### src/rtl/fewcore_pkg.sv
// Shared definitions for the fewcore memory path: load/store size codes
// (funct3) and the memory port arbiter state encoding.
package fewcore_pkg;

  localparam logic [2:0] SZ_B  = 3'b000;
  localparam logic [2:0] SZ_H  = 3'b001;
  localparam logic [2:0] SZ_W  = 3'b010;
  localparam logic [2:0] SZ_BU = 3'b100;
  localparam logic [2:0] SZ_HU = 3'b101;

  typedef enum logic [1:0] {
    IDLE  = 2'd0,
    FETCH = 2'd1,
    DATA  = 2'd2,
    RESP  = 2'd3
  } arb_state_e;

  // Unused funct3 codes are treated as word accesses.
  function automatic logic is_misaligned(input logic [2:0] size, input logic [1:0] off);
    logic mis;
    case (size)
      SZ_B, SZ_BU: mis = 1'b0;
      SZ_H, SZ_HU: mis = off[0];
      SZ_W:        mis = (off != 2'b00);
      default:     mis = (off != 2'b00);
    endcase
    return mis;
  endfunction

endpackage

### src/rtl/mem_lane_align.sv
// Byte-lane steering between the load/store unit and the 32-bit memory word.
// Lane 3 ([31:24]) is byte offset 0, so loads shift left by the byte offset.
module mem_lane_align
  import fewcore_pkg::*;
(
  input  logic [2:0]  size,
  input  logic [1:0]  off,
  input  logic [31:0] wdata,
  input  logic [31:0] rdata,
  output logic [3:0]  be,
  output logic [31:0] lane_wdata,
  output logic [31:0] aligned_rdata,
  output logic        misaligned
);

  // Byte enables and replicated store data for the access size
  always_comb begin
    be         = 4'b1111;
    lane_wdata = wdata;
    case (size)
      SZ_B, SZ_BU: begin
        be         = 4'b1000 >> off;
        lane_wdata = {4{wdata[7:0]}};
      end
      SZ_H, SZ_HU: begin
        be         = 4'b1100 >> off;
        lane_wdata = {2{wdata[15:0]}};
      end
      SZ_W: begin
        be         = 4'b1111;
        lane_wdata = wdata;
      end
      default: begin
        be         = 4'b1111;
        lane_wdata = wdata;
      end
    endcase
  end

  assign misaligned    = is_misaligned(size, off);
  assign aligned_rdata = rdata << {off, 3'b000};

endmodule

### src/rtl/mem_port_arbiter.sv
// Shares one memory port between instruction fetch and load/store, one
// transaction at a time, with a starvation guard that eventually favours fetch.
module mem_port_arbiter
  import fewcore_pkg::*;
#(
  parameter int XLEN       = 32,
  parameter int STARVE_MAX = 2
) (
  input  logic            clk,
  input  logic            reset,
  input  logic            if_req,
  input  logic [XLEN-1:0] if_addr,
  output logic            if_done,
  output logic [31:0]     if_rdata,
  input  logic            ls_req,
  input  logic            ls_we,
  input  logic [2:0]      ls_size,
  input  logic [XLEN-1:0] ls_addr,
  input  logic [31:0]     ls_wdata,
  output logic            ls_done,
  output logic [31:0]     ls_rdata,
  output logic            ls_err,
  output logic            mem_req,
  output logic            mem_we,
  output logic [XLEN-1:0] mem_addr,
  output logic [3:0]      mem_be,
  output logic [31:0]     mem_wdata,
  input  logic            mem_ack,
  input  logic [31:0]     mem_rdata
);

  localparam int CW = (STARVE_MAX < 1) ? 1 : $clog2(STARVE_MAX + 1);
  localparam logic [CW-1:0] STARVE_LIM = CW'(STARVE_MAX);

  arb_state_e      state_r, state_nxt_s;
  logic [CW-1:0]   starve_cnt_r, starve_nxt_s;
  logic [2:0]      size_r, size_nxt_s;
  logic [1:0]      off_r, off_nxt_s;
  logic            mem_req_r, mem_req_nxt_s;
  logic            mem_we_r, mem_we_nxt_s;
  logic [XLEN-1:0] mem_addr_r, mem_addr_nxt_s;
  logic [3:0]      mem_be_r, mem_be_nxt_s;
  logic [31:0]     mem_wdata_r, mem_wdata_nxt_s;
  logic            if_done_r, if_done_nxt_s;
  logic [31:0]     if_rdata_r, if_rdata_nxt_s;
  logic            ls_done_r, ls_done_nxt_s;
  logic [31:0]     ls_rdata_r, ls_rdata_nxt_s;
  logic            ls_err_r, ls_err_nxt_s;

  logic            grant_ls_s;
  logic            grant_if_s;
  logic [2:0]      align_size_s;
  logic [1:0]      align_off_s;
  logic [3:0]      be_s;
  logic [31:0]     lane_wdata_s;
  logic [31:0]     aligned_rdata_s;
  logic            misaligned_s;
  logic            unused_addr_bits_s;

  assign unused_addr_bits_s = ^if_addr[1:0];

  // Live request fields drive alignment at grant; the latched ones at data capture.
  assign align_size_s = (state_r == IDLE) ? ls_size : size_r;
  assign align_off_s  = (state_r == IDLE) ? ls_addr[1:0] : off_r;

  mem_lane_align u_align (
    .size          (align_size_s),
    .off           (align_off_s),
    .wdata         (ls_wdata),
    .rdata         (mem_rdata),
    .be            (be_s),
    .lane_wdata    (lane_wdata_s),
    .aligned_rdata (aligned_rdata_s),
    .misaligned    (misaligned_s)
  );

  assign grant_ls_s = ls_req & (~if_req | (starve_cnt_r != STARVE_LIM));
  assign grant_if_s = if_req & ~grant_ls_s;

  // Next-state, arbitration and next values of every registered output
  always_comb begin
    state_nxt_s     = state_r;
    starve_nxt_s    = starve_cnt_r;
    size_nxt_s      = size_r;
    off_nxt_s       = off_r;
    mem_req_nxt_s   = mem_req_r;
    mem_we_nxt_s    = mem_we_r;
    mem_addr_nxt_s  = mem_addr_r;
    mem_be_nxt_s    = mem_be_r;
    mem_wdata_nxt_s = mem_wdata_r;
    if_done_nxt_s   = 1'b0;
    if_rdata_nxt_s  = if_rdata_r;
    ls_done_nxt_s   = 1'b0;
    ls_rdata_nxt_s  = ls_rdata_r;
    ls_err_nxt_s    = 1'b0;
    case (state_r)
      IDLE: begin
        if (grant_ls_s) begin
          if (if_req && (starve_cnt_r != STARVE_LIM)) begin
            starve_nxt_s = starve_cnt_r + CW'(1);
          end else begin
            starve_nxt_s = starve_cnt_r;
          end
          size_nxt_s = ls_size;
          off_nxt_s  = ls_addr[1:0];
          if (misaligned_s) begin
            state_nxt_s    = RESP;
            ls_done_nxt_s  = 1'b1;
            ls_err_nxt_s   = 1'b1;
            ls_rdata_nxt_s = 32'h0000_0000;
          end else begin
            state_nxt_s     = DATA;
            mem_req_nxt_s   = 1'b1;
            mem_we_nxt_s    = ls_we;
            mem_addr_nxt_s  = {ls_addr[XLEN-1:2], 2'b00};
            mem_be_nxt_s    = ls_we ? be_s : 4'b1111;
            mem_wdata_nxt_s = ls_we ? lane_wdata_s : 32'h0000_0000;
          end
        end else if (grant_if_s) begin
          starve_nxt_s    = {CW{1'b0}};
          state_nxt_s     = FETCH;
          mem_req_nxt_s   = 1'b1;
          mem_we_nxt_s    = 1'b0;
          mem_addr_nxt_s  = {if_addr[XLEN-1:2], 2'b00};
          mem_be_nxt_s    = 4'b1111;
          mem_wdata_nxt_s = 32'h0000_0000;
        end else begin
          state_nxt_s = IDLE;
        end
      end
      FETCH, DATA: begin
        if (mem_ack) begin
          state_nxt_s     = RESP;
          mem_req_nxt_s   = 1'b0;
          mem_we_nxt_s    = 1'b0;
          mem_addr_nxt_s  = {XLEN{1'b0}};
          mem_be_nxt_s    = 4'b0000;
          mem_wdata_nxt_s = 32'h0000_0000;
          if (state_r == FETCH) begin
            if_done_nxt_s  = 1'b1;
            if_rdata_nxt_s = mem_rdata;
          end else begin
            ls_done_nxt_s  = 1'b1;
            ls_rdata_nxt_s = mem_we_r ? 32'h0000_0000 : aligned_rdata_s;
          end
        end else begin
          state_nxt_s = state_r;
        end
      end
      RESP: begin
        // Requests are not sampled here, so a still-held request is not reissued.
        state_nxt_s = IDLE;
      end
      default: begin
        state_nxt_s = IDLE;
      end
    endcase
  end

  // State, counter and output registers
  always_ff @(posedge clk or posedge reset) begin
    if (reset) begin
      state_r      <= IDLE;
      starve_cnt_r <= {CW{1'b0}};
      size_r       <= 3'b000;
      off_r        <= 2'b00;
      mem_req_r    <= 1'b0;
      mem_we_r     <= 1'b0;
      mem_addr_r   <= {XLEN{1'b0}};
      mem_be_r     <= 4'b0000;
      mem_wdata_r  <= 32'h0000_0000;
      if_done_r    <= 1'b0;
      if_rdata_r   <= 32'h0000_0000;
      ls_done_r    <= 1'b0;
      ls_rdata_r   <= 32'h0000_0000;
      ls_err_r     <= 1'b0;
    end else begin
      state_r      <= state_nxt_s;
      starve_cnt_r <= starve_nxt_s;
      size_r       <= size_nxt_s;
      off_r        <= off_nxt_s;
      mem_req_r    <= mem_req_nxt_s;
      mem_we_r     <= mem_we_nxt_s;
      mem_addr_r   <= mem_addr_nxt_s;
      mem_be_r     <= mem_be_nxt_s;
      mem_wdata_r  <= mem_wdata_nxt_s;
      if_done_r    <= if_done_nxt_s;
      if_rdata_r   <= if_rdata_nxt_s;
      ls_done_r    <= ls_done_nxt_s;
      ls_rdata_r   <= ls_rdata_nxt_s;
      ls_err_r     <= ls_err_nxt_s;
    end
  end

  assign mem_req   = mem_req_r;
  assign mem_we    = mem_we_r;
  assign mem_addr  = mem_addr_r;
  assign mem_be    = mem_be_r;
  assign mem_wdata = mem_wdata_r;
  assign if_done   = if_done_r;
  assign if_rdata  = if_rdata_r;
  assign ls_done   = ls_done_r;
  assign ls_rdata  = ls_rdata_r;
  assign ls_err    = ls_err_r;

endmodule

### config.mk
export PLATFORM = sky130hd
export DESIGN_NAME = mem_port_arbiter
export DESIGN_NICKNAME = d
export VERILOG_FILES = /design/src/rtl/fewcore_pkg.sv /design/src/rtl/mem_lane_align.sv /design/src/rtl/mem_port_arbiter.sv
export SDC_FILE = /design/constraint.sdc
export NUM_CORES = 1
export LEC_CHECK = 0
export CAP_MARGIN = 5
export CORE_ASPECT_RATIO = 0.7
export CORE_MARGIN = 2
export CORE_UTILIZATION = 40
export DETAILED_ROUTE_END_ITERATION = 12
export PLACE_DENSITY = 0.74
export SLEW_MARGIN = 20
export SYNTH_ARGS = -nofsm -noshare
export SYNTH_HDL_FRONTEND = slang
export SYNTH_SLANG_ARGS = --single-unit
### constraint.sdc
create_clock -name clk -period 4.9 [get_ports clk]
set_input_delay 0.49 -clock clk [delete_from_list [all_inputs] [get_ports clk]]
set_output_delay 0.49 -clock clk [all_outputs]
set_load 0.1 [all_outputs]
* Word level (Yosys, flattened, before mapping)
Index checks and enable logic that the tools add are counted.
** Storage, ports and cells
- Register bits :: 146
- Input bits :: 137
- Output and inout bits :: 137
- Logic and storage cells :: 104
** Cells by class
- $add $sub $neg :: 1
- Equality and inequality tests :: 14
- Shift-type cells :: 3
- Multiplexer cells :: 53
- Bitwise operators :: 5
- Reduce and logical (&&, ||, !) cells :: 14
** Operators by type and width (number)
- 32-bit two-way mux :: 13
- 32-bit case mux with 2 select lines :: 4
- 32-bit by 5-bit << shifter with 32-bit output :: 1
- 4-bit two-way mux :: 5
- 1-bit two-way mux :: 17
- 4-bit case mux with 2 select lines :: 2
- 2-bit two-way mux :: 6
- 2-bit inequality test (second input constant) :: 5
- 1-bit case mux with 2 select lines :: 4
- 4-bit by 2-bit right shift with 4-bit output (first input constant) :: 2
- 3-bit equality test (second input constant) :: 2
- 3-bit inequality test (second input constant) :: 2
- 2-bit case mux with 3 select lines :: 1
- 3-bit AND reduction :: 2
- 2-bit nonzero test :: 3
- 2-bit OR reduction :: 3
- 5-bit AND reduction :: 1
- 2-bit equality test (second input constant) :: 2
- 4-bit AND reduction :: 1
- 3-bit by 1-bit equality test with 1-bit output (second input constant) :: 1
- 3-bit logical NOT :: 1
- 3-bit two-way mux :: 1
- 2-bit by 1-bit adder with 2-bit output (second input constant) :: 1
- 1-bit bitwise AND :: 2
- 7 further kinds :: 8

* Logic depth before layout (Yosys ltp)
Gate-level depths: netlist of run 1.
- Word-level depth :: 9
- Mapped depth :: 9
- Gate-level depth less buffers :: 6

* By module
From an unflattened synthesis of run 1, not the netlist that was laid out.
** Second synthesis, totals
- Cell total of the unflattened synthesis :: 625
- Area, all modules :: 7191.9 um^2
** By module, submodules not included
- mem_port_arbiter :: times used 1, cells an instance 498, area each 6178.4 um^2, seq. area each 3603.5 um^2
- mem_lane_align :: times used 1, cells an instance 127, area each 1013.5 um^2, seq. area each 0.0 um^2

* Worst setup path after synthesis of run 1
Ideal clock, no wire load.
- Kind :: reg2reg
- From :: register state_r[0]
- To :: register ls_rdata_r[10], in the netlist ls_rdata[10]
- Library setup time :: 0.125 ns
- Arrival time :: 2.037 ns
- Setup slack :: 2.738 ns
- Stages on the path, launching flop included :: 9
- Buffers on the path :: 2
- Cell sequence :: dfrtp_1 -> inv_1 -> ha_1 -> buf_4 -> mux2i_2 -> nand2_1 -> a31oi_4 -> buf_6 -> mux2_4
** On the way
- Longest elaborated chain between the ends :: 7
** RTL lines
- from (decl) :: line mem_port_arbiter.sv:35 : arb_state_e state_r, state_nxt_s;
- from (signal assigned) :: line mem_port_arbiter.sv:178 : state_r <= state_nxt_s;
- 2-bit logical NOT :: line mem_port_arbiter.sv:63, mem_port_arbiter.sv:64, mem_port_arbiter.sv:96
- 2-bit two-way mux or 3-bit two-way mux (tied branches) :: line mem_port_arbiter.sv:64, mem_port_arbiter.sv:63
- 32-bit by 5-bit << shifter with 32-bit output (tied with other cells) :: line mem_lane_align.sv:41 : assign aligned_rdata = rdata << {off, 3'b000};
- 32-bit two-way mux or 2-bit OR reduction (tied branches) :: line mem_port_arbiter.sv:144, fewcore_pkg.sv:21
- 32-bit two-way mux or 1-bit case mux with 2 select lines (tied branches) :: line mem_port_arbiter.sv:139, fewcore_pkg.sv:21
- 32-bit two-way mux or 2-bit inequality test (tied branches)
- 32-bit case mux with 2 select lines or 5-bit AND reduction (tied branches)
- to (signal assigned) :: line mem_port_arbiter.sv:190 : ls_rdata_r <= ls_rdata_nxt_s;
- to (decl) :: line mem_port_arbiter.sv:47 : logic [31:0] ls_rdata_r, ls_rdata_nxt_s;
Several ways; a longest one is shown, not always the timed one. The select of a mux whose other input is x is not followed.
A chain may end at the register's enable or synchronous reset.

* Worst setup path after layout of run 1
- From :: register state_r[1]
- To :: register ls_rdata_r[30], in the netlist ls_rdata[30]
Same word-level chain as after synthesis.

==> results of run 1 <==
==> logic make-up (layout without fill, tap and decap cells) <==
kind of cell,after synthesis,count (layout)
multiplexers,158,158
flip-flops,143,143
AND/OR/NAND/NOR,113,113
AO/OA/AOI/OAI,111,111
buffers and inverters,61,331
adder cells (fa/ha/maj),4,4
other,1,2
==> sequential cells by signal, summed over array words and instances, names as in the netlist, 2 cells and up <==
register / flops
if_rdata: 32
ls_rdata: 32
mem_wdata: 32
mem_addr: 30
mem_be: 4
off_r: 2
size_r: 2
starve_cnt_r: 2
state_r: 2
==> worst reg2reg max path: cells and delay by family, from the launching register on <==
kind | cells | cell delay, ps
buffers and inverters | 2 | 610
and+or+nand+nor | 2 | 820
adders and majority gates | 1 | 680
AOI/OAI and AO/OA | 1 | 160
DFF | 1 | 400
muxes | 1 | 410
==> metal layers <==
metal	GRT usage	wire (um)	part of all wire	vias up
met5	0	0	0	-
met4	0.0631	304	0.015	0
met3	0.0675	1480	0.072	22
met2	0.336	9170	0.44	206
met1	0.327	9700	0.47	2722
li1	-	-	-	2649
==> final timing paths <==
kind | slack [ps] | startpoint | endpoint | cells past startpoint
worst min register to register | 490 | starve_cnt_r[0] | starve_cnt_r[0] | 1
worst max register to register | 1700 | state_r[1] | ls_rdata[30] | 7
worst max-delay path | 1700 | state_r[1] | ls_rdata[30] | 7
max in group asynchronous | 3320 | reset | mem_addr[28] | 3
min in group asynchronous | 600 | reset | mem_addr[10] | 2
worst min-delay path | 490 | starve_cnt_r[0] | starve_cnt_r[0] | 1
==> per-stage QoR <==
stage,instances,hold slack (ps),cell area [sq um]
2_1_floorplan,592,453,7020
3_3_place_gp,1061,472,9860
3_5_place_dp,1061,474,9860
4_1_cts,1093,491,10400
5_1_grt,1093,503,10400
6_report,1093,488,10400
==> area by class of cell <==
class	instances	share of cell area
Clock buffer	18	0.0421
Clock inverter	14	0.0128
Inverter	23	0.00899
Multi-Input combinational cell	388	0.303
Sequential cell	143	0.343
Tap cell	231	0.0277
Timing Repair Buffer	276	0.263
==> synth_stat cells (12+ instances only) <==
| master | instances | area [sq um] |
|---|---|---|
| mux2_2 | 38 | 428 |
| o21ai_0 | 13 | 65.1 |
| nand2_1 | 47 | 176 |
| a21oi_1 | 39 | 195 |
| mux2_1 | 25 | 282 |
| dfrtp_1 | 143 | 3580 |
| mux2_4 | 22 | 330 |
| nand3_1 | 12 | 60.1 |
| buf_2 | 17 | 85.1 |
| mux2i_1 | 72 | 721 |
| nor2_1 | 24 | 90.1 |
| o2bb2ai_1 | 42 | 368 |
| inv_1 | 23 | 86.3 |
==> impl_metrics.csv, run 1 <==
group,metric,value,unit
layout,final_cell_mix,"clkdlybuf4s50_1, dfrtp_1, mux2i_1, nand2_1, o2bb2ai_1",
global_route,grt_use_total,0.227,
worst_setup_path,start_kind,"flop",
synth,synth-seq-area-share,0.510,
synth,synth_compound_area_frac,0.112,
worst_setup_path,cp_slowest_cell,"ha_1",
synth,ys_ff_latch,143,
clocking,clk_pin_slew,60,ps
routing,drt_pre_antenna_iters,5,
layout,fill_cells,1431,
routing,vias_per_cell,5.12,
clocking,cts_tree,"built",
clocking,htreeDepth,4,
placement,gp_congestion,0.840,
sta,tightest_slew,1040,ps
synth,synth_fa_ha_area_frac,0.00713,
clocking,cts_resized,0,
clocking,cts_buffer_depth,2,
synth,dominantRegCellSynth,"dfrtp_1",
sta,rsz0062_at_grt,"false",
routing,routed_wl,20700,um
clocking,cts-root-buf,"clkbuf_16",
synth,synth-async-reset-ratio,1.00,
sta,fin_crit_sh,0.654,
global_route,antenna_found_initial,0,
floorplan,core_area,17200,sq um
global_route,grt_pass1_wl,32300,um
synth,synth_edf_count,0,
synth,synthSimpleGateAreaFrac,0.0766,
worst_hold_path,hp-class,"flop to flop",
placement,dp_hpwl,14800,um
layout,num_antenna_cells,0,
synth,synth_xor_xnor_area_share,0,
sta,finalHoldViolCount,0,
synth,muxShareOfSynthArea,0.253,
clocking,cts_setup_buffers,0,
synth,yosys_warnings,0,
sta,relSlewSlack,0.307,
routing,drtIter0Drc,435,
clocking,cts_hold_buf,0,
routing,drc,0,
status,status,"complete, no violations",
floorplan,boundaryPins,274,
worst_setup_path,critPathMaxFanout,32,
worst_setup_path,end_kind,"flop",
global_route,grt_max_degree,112,
sta,layout_min_cycle_time,3200,ps
synth,ys_types,42,
floorplan,rows,40,
worst_setup_path,cp.required,5200,ps
floorplan,die_area,18600,sq um
clocking,clk_latency,420,ps
synth,synth_area,7020,sq um
sta,max_freq,312,MHz
worst_setup_path,max_stage_delay,680,ps
layout,finalCoreUtilization,0.608,
layout,nets,990,
sta,slew_viol_final,0,
clocking,clock_sinks,143,
routing,ant_nets,0,
synth,synth_top_family_by_area,"multiplexers",
flow_run,drv_cap,0,
worst_setup_path,critPathTopFamily,"simple AND/OR/NAND/NOR gates",
worst_setup_path,crit_type,"flop to flop",
sta,setup_tns,0,ps
clocking,cts_buffers,17,
layout,ff_latch_area,3580,sq um
routing,wl_per_cell,18.9,um
sta,clock_skew,8.49,ps
placement,io_buffers,268,
floorplan,fp.dieW,162,um
layout,layout_commonest_cell,"clkdlybuf4s50_1",
sta,layout_setup_ws,1700,ps
synth,synthCells,591,
sta,setup_viol,0,
floorplan,initial_core_util,0.409,
placement,pre_cts_slack,1640,ps
layout,drive_above_1_share,0.131,
floorplan,die_y,115,um
global_route,grt_pass1_vias,5616,
worst_setup_path,path_cells,"inv_1 -> ha_1 -> nor3b_2 -> nor2_1 -> a31oi_4 -> buf_4 -> mux2_2",
worst_setup_path,cp.arrival,3500,ps
routing,vias,5599,
layout,multi_input_area,3160,sq um
global_route,overflow,0,
worst_setup_path,crit_buf_inv,2,
layout,area_growth,48.7,%
synth,syn_avg_cell_area,11.9,sq um
Power of run 1 is not shown: default switching activity piles up to over one toggle a cycle in this logic, so the estimate is an artifact.
==> run 2, diff against run 1 <==
PLACE_DENSITY = 0.77   (was 0.74)
clock period = 2.9 ns   (was 4.9 ns; I/O delays follow)
==> impl_metrics.csv, run 2 (synthesized netlist as in run 1, its figures left out) <==
group,metric,value,unit
sta,layout_min_cycle_time,2560,ps
worst_setup_path,crit_end,"ls_rdata[24]",
sta,clock_skew,14.3,ps
routing,vias,5620,
worst_hold_path,hp-class,"primary input to asynchronous set/reset pin",
worst_setup_path,r2r-start,"state_r[1]",
floorplan,initial_core_util,0.409,
worst_setup_path,path_cells,"inv_1 -> ha_1 -> mux2_2 -> mux2i_1 -> o22ai_1 -> mux2_4",
clocking,cts-root-buf,"clkbuf_16",
routing,drc,0,
routing,routed_wl,20800,um
clocking,clk_latency,410,ps
floorplan,fp.dieW,162,um
layout,nets,1003,
sta,slew_viol_final,0,
clocking,cts_buffers,17,
routing,wl_per_cell,18.8,um
worst_setup_path,critPathMaxFanout,20,
layout,multi_input_area,3160,sq um
floorplan,rows,40,
worst_setup_path,regToRegSetupSlack,340,ps
routing,ant_nets,0,
sta,relSlewSlack,0.466,
worst_setup_path,cp.arrival,2860,ps
placement,dp_hpwl,15700,um
routing,drt_pre_antenna_iters,4,
worst_setup_path,crit_type,"flop to flop",
global_route,overflow,0,
worst_setup_path,ff2ff_path_depth,6,
sta,setup_tns,0,ps
routing,drtIter0Drc,447,
sta,setup_viol,0,
floorplan,die_y,115,um
worst_setup_path,cp_slowest_cell,"mux2_2",
clocking,cts_setup_buffers,0,
worst_setup_path,startpoint,"state_r[1]",
floorplan,core_area,17200,sq um
global_route,grt_max_degree,68,
clocking,cts_buffer_depth,2,
layout,final_cell_mix,"buf_4, dfrtp_1, clkdlybuf4s50_1, mux2i_1, nand2_1",
layout,fill_cells,1445,
sta,finalHoldViolCount,0,
clocking,cts_resized,0,
worst_setup_path,start_kind,"flop",
sta,rsz0062_at_grt,"false",
worst_setup_path,end_kind,"flop",
floorplan,boundaryPins,274,
clocking,clock_sinks,143,
worst_setup_path,rr_endpoint,"ls_rdata[24]",
clocking,clk_pin_slew,60,ps
placement,io_buffers,268,
flow_run,drv_cap,0,
global_route,grt_pass1_wl,32200,um
clocking,cts_hold_buf,0,
sta,fin_crit_sh,0.882,
layout,area_growth,45.4,%
status,status,"complete, no violations",
clocking,cts_tree,"built",
global_route,grt_pass1_vias,5717,
placement,gp_congestion,0.840,
global_route,antenna_found_initial,0,
sta,tightest_slew,799,ps
floorplan,die_area,18600,sq um
layout,drive_above_1_share,0.295,
layout,layout_commonest_cell,"buf_4",
worst_setup_path,cp.required,3200,ps
sta,max_freq,391,MHz
layout,num_antenna_cells,0,
routing,vias_per_cell,5.08,
layout,ff_latch_area,3580,sq um
worst_setup_path,max_stage_delay,650,ps
global_route,grt_use_total,0.225,
clocking,htreeDepth,4,
## run 2: cell types whose count changed in the layout (fill, tap and decap cells not counted), moves of 3 or more
cell / before / now
clkinv_4: 5 / 2
buf_4: 8 / 153
clkbuf_1: 0 / 3
clkinvlp_4: 2 / 6
buf_12: 0 / 3
clkdlybuf4s50_1: 268 / 133
## run 2: worst max-delay path: cells and delay by family, from the launching register on
| kind | cells | cell delay (ps) |
|---|---|---|
| flip-flops | 1 | 400 |
| buffers and inverters | 1 | 90 |
| adder cells (fa/ha/maj) | 1 | 480 |
| multiplexers | 3 | 1290 |
| AO/OA/AOI/OAI | 1 | 180 |
## run 2: how the worst min path moves through the flow
stage / start / to / slack, ps / depth (start not counted)
floorplan: mem_rdata[0] / ls_rdata[0] / 420 / 2
global placement: mem_addr[27] / mem_addr[27] / 470 / 1
detailed placement: mem_addr[30] / mem_addr[30] / 480 / 1
CTS: reset / ls_rdata[25] / 350 / 2
global route: reset / ls_rdata[5] / 380 / 2
finish: reset / ls_rdata[1] / 330 / 2
## run 2: layout make-up
cell class	count	area share
Inverter	23	0.00883
Timing Repair Buffer	289	0.249
Sequential cell	143	0.351
Clock buffer	20	0.0428
Multi-Input combinational cell	388	0.310
Tap cell	231	0.0283
Clock inverter	12	0.0110
## run 2: layer usage
layer	wire length, um	track usage	vias up
met1	9940	0.328	2712
met4	382	0.0631	0
met2	9220	0.338	213
met5	0	0	-
li1	-	-	2671
met3	1280	0.0527	24
## run 2: stage by stage
stage	cell area, sq um	hold WS, ps	setup slack [ps]	instances	utilization
after floorplan	7030	424	738	592	-
after global placement	9660	474	436	1074	0.563
after detailed placement	9660	475	389	1074	0.563
after CTS	10200	351	381	1106	0.595
after global routing	10200	383	215	1106	0.595
final	10200	332	342	1106	0.595
Power of run 2 is left out for the same reason.
==> run 3, diff against run 2 <==
CORE_ASPECT_RATIO = unset   (was 0.7)
RECOVER_POWER = 25   (was unset)
==> impl_metrics.csv, run 3 (synthesized netlist as in run 1, its figures left out) <==
group,metric,value,unit
worst_setup_path,cp.required,3200,ps
worst_setup_path,crit_buf_inv,1,
floorplan,fp.dieW,136,um
worst_hold_path,hp-class,"primary input to asynchronous set/reset pin",
layout,finalCoreUtilization,0.593,
layout,layout_commonest_cell,"buf_4",
global_route,grt_max_degree,64,
layout,num_antenna_cells,0,
floorplan,boundaryPins,274,
sta,fin_crit_sh,0.903,
clocking,cts_hold_buf,0,
clocking,cts_setup_buffers,0,
placement,io_buffers,268,
worst_setup_path,path_cells,"inv_1 -> ha_1 -> mux2_2 -> mux2i_1 -> o22ai_1 -> mux2_4",
clocking,htreeDepth,4,
sta,layout_setup_ws,283,ps
layout,nets,1001,
clocking,cts_tree,"built",
worst_setup_path,start_kind,"flop",
layout,fill_cells,1458,
worst_setup_path,critPathMaxFanout,20,
global_route,grt_use_total,0.225,
clocking,cts_resized,0,
routing,ant_nets,0,
routing,wl_met3,1850,um
sta,finalHoldViolCount,0,
routing,drt_pre_antenna_iters,4,
routing,routed_wl,20700,um
clocking,cts_buffers,17,
routing,wl_met2,10000,um
layout,final_cell_mix,"buf_4, dfrtp_1, clkdlybuf4s50_1, mux2i_1, nand2_1",
routing,wl_per_cell,18.8,um
placement,pre_cts_slack,314,ps
floorplan,initial_core_util,0.407,
placement,gp_congestion,0.780,
status,status,"complete, no violations",
placement,dp_hpwl,15100,um
routing,vias,5783,
layout,drive_above_1_share,0.292,
sta,layout_min_cycle_time,2620,ps
sta,setup_tns,0,ps
sta,relSlewSlack,0.0944,
floorplan,core_area,17200,sq um
clocking,clk_latency,420,ps
clocking,clk_pin_slew,60,ps
global_route,grt_pass1_wl,31800,um
worst_setup_path,critPathTopFamily,"multiplexers",
routing,drtIter0Drc,366,
flow_run,drv_cap,0,
worst_setup_path,crit_type,"flop to flop",
global_route,grt_pass1_vias,5692,
sta,tightest_slew,1360,ps
sta,finalHoldWorstSlack,441,ps
routing,routed.top_layer,"met4",
floorplan,die_area,18600,sq um
clocking,cts-root-buf,"clkbuf_16",
sta,rsz0062_at_grt,"false",
routing,vias_per_cell,5.27,
worst_setup_path,cp_slowest_cell,"mux2_2",
sta,setup_viol,0,
worst_setup_path,end_kind,"flop",
floorplan,rows,48,
routing,drc,0,
worst_setup_path,cp.arrival,2920,ps
global_route,overflow,0,
clocking,clock_sinks,143,
worst_setup_path,max_stage_delay,680,ps
routing,wl_met1,8560,um
floorplan,die_y,136,um
sta,slew_viol_final,0,
sta,clock_skew,11.6,ps
sta,max_freq,382,MHz
global_route,antenna_found_initial,0,
clocking,cts_buffer_depth,2,
layout,area_growth,45.7,%
## run 3: worst paths after layout
path / from / to / slack [ps] / cells after the start
min in group clk: mem_addr[24] / mem_addr[24] / 490 / 1
worst max-delay path: state_r[1] / ls_rdata[27] / 280 / 6
worst min-delay path: reset / if_rdata[29] / 440 / 2
worst max register to register: state_r[1] / ls_rdata[27] / 280 / 6
worst min register to register: mem_addr[24] / mem_addr[24] / 490 / 1
max in group asynchronous: reset / mem_addr[16] / 690 / 3
## run 3: per-layer routing
layer	GRT usage	up-vias
li1	-	2678
met1	0.286	2829
met2	0.366	254
met3	0.0772	22
met4	0.0613	0
met5	0	-
## run 3: worst register-to-register path, cell delays in order (launching register included)
cell,delay [ps]
dfrtp_1,390
inv_1,80
ha_1,510
mux2_2,680
mux2i_1,400
o22ai_1,150
mux2_4,290
## run 3: cell type report
type                    instances  area, sq um  area share
clock buffers                  23          478      0.0468
well taps                     225          282      0.0275
flip-flops and latches        143         3580       0.350
clock inverters                 8          130      0.0127
repair buffers                287         2510       0.245
inverters                      23         87.6     0.00857
multi-input cells             388         3160       0.309
## run 3: metrics by stage
step	instance area, sq um	instances
detailed placement	9650	1066
global placement	9650	1066
finish	10200	1097
floorplan	7030	592
global route	10200	1097
CTS	10300	1097
Power of run 3 is left out for the same reason.
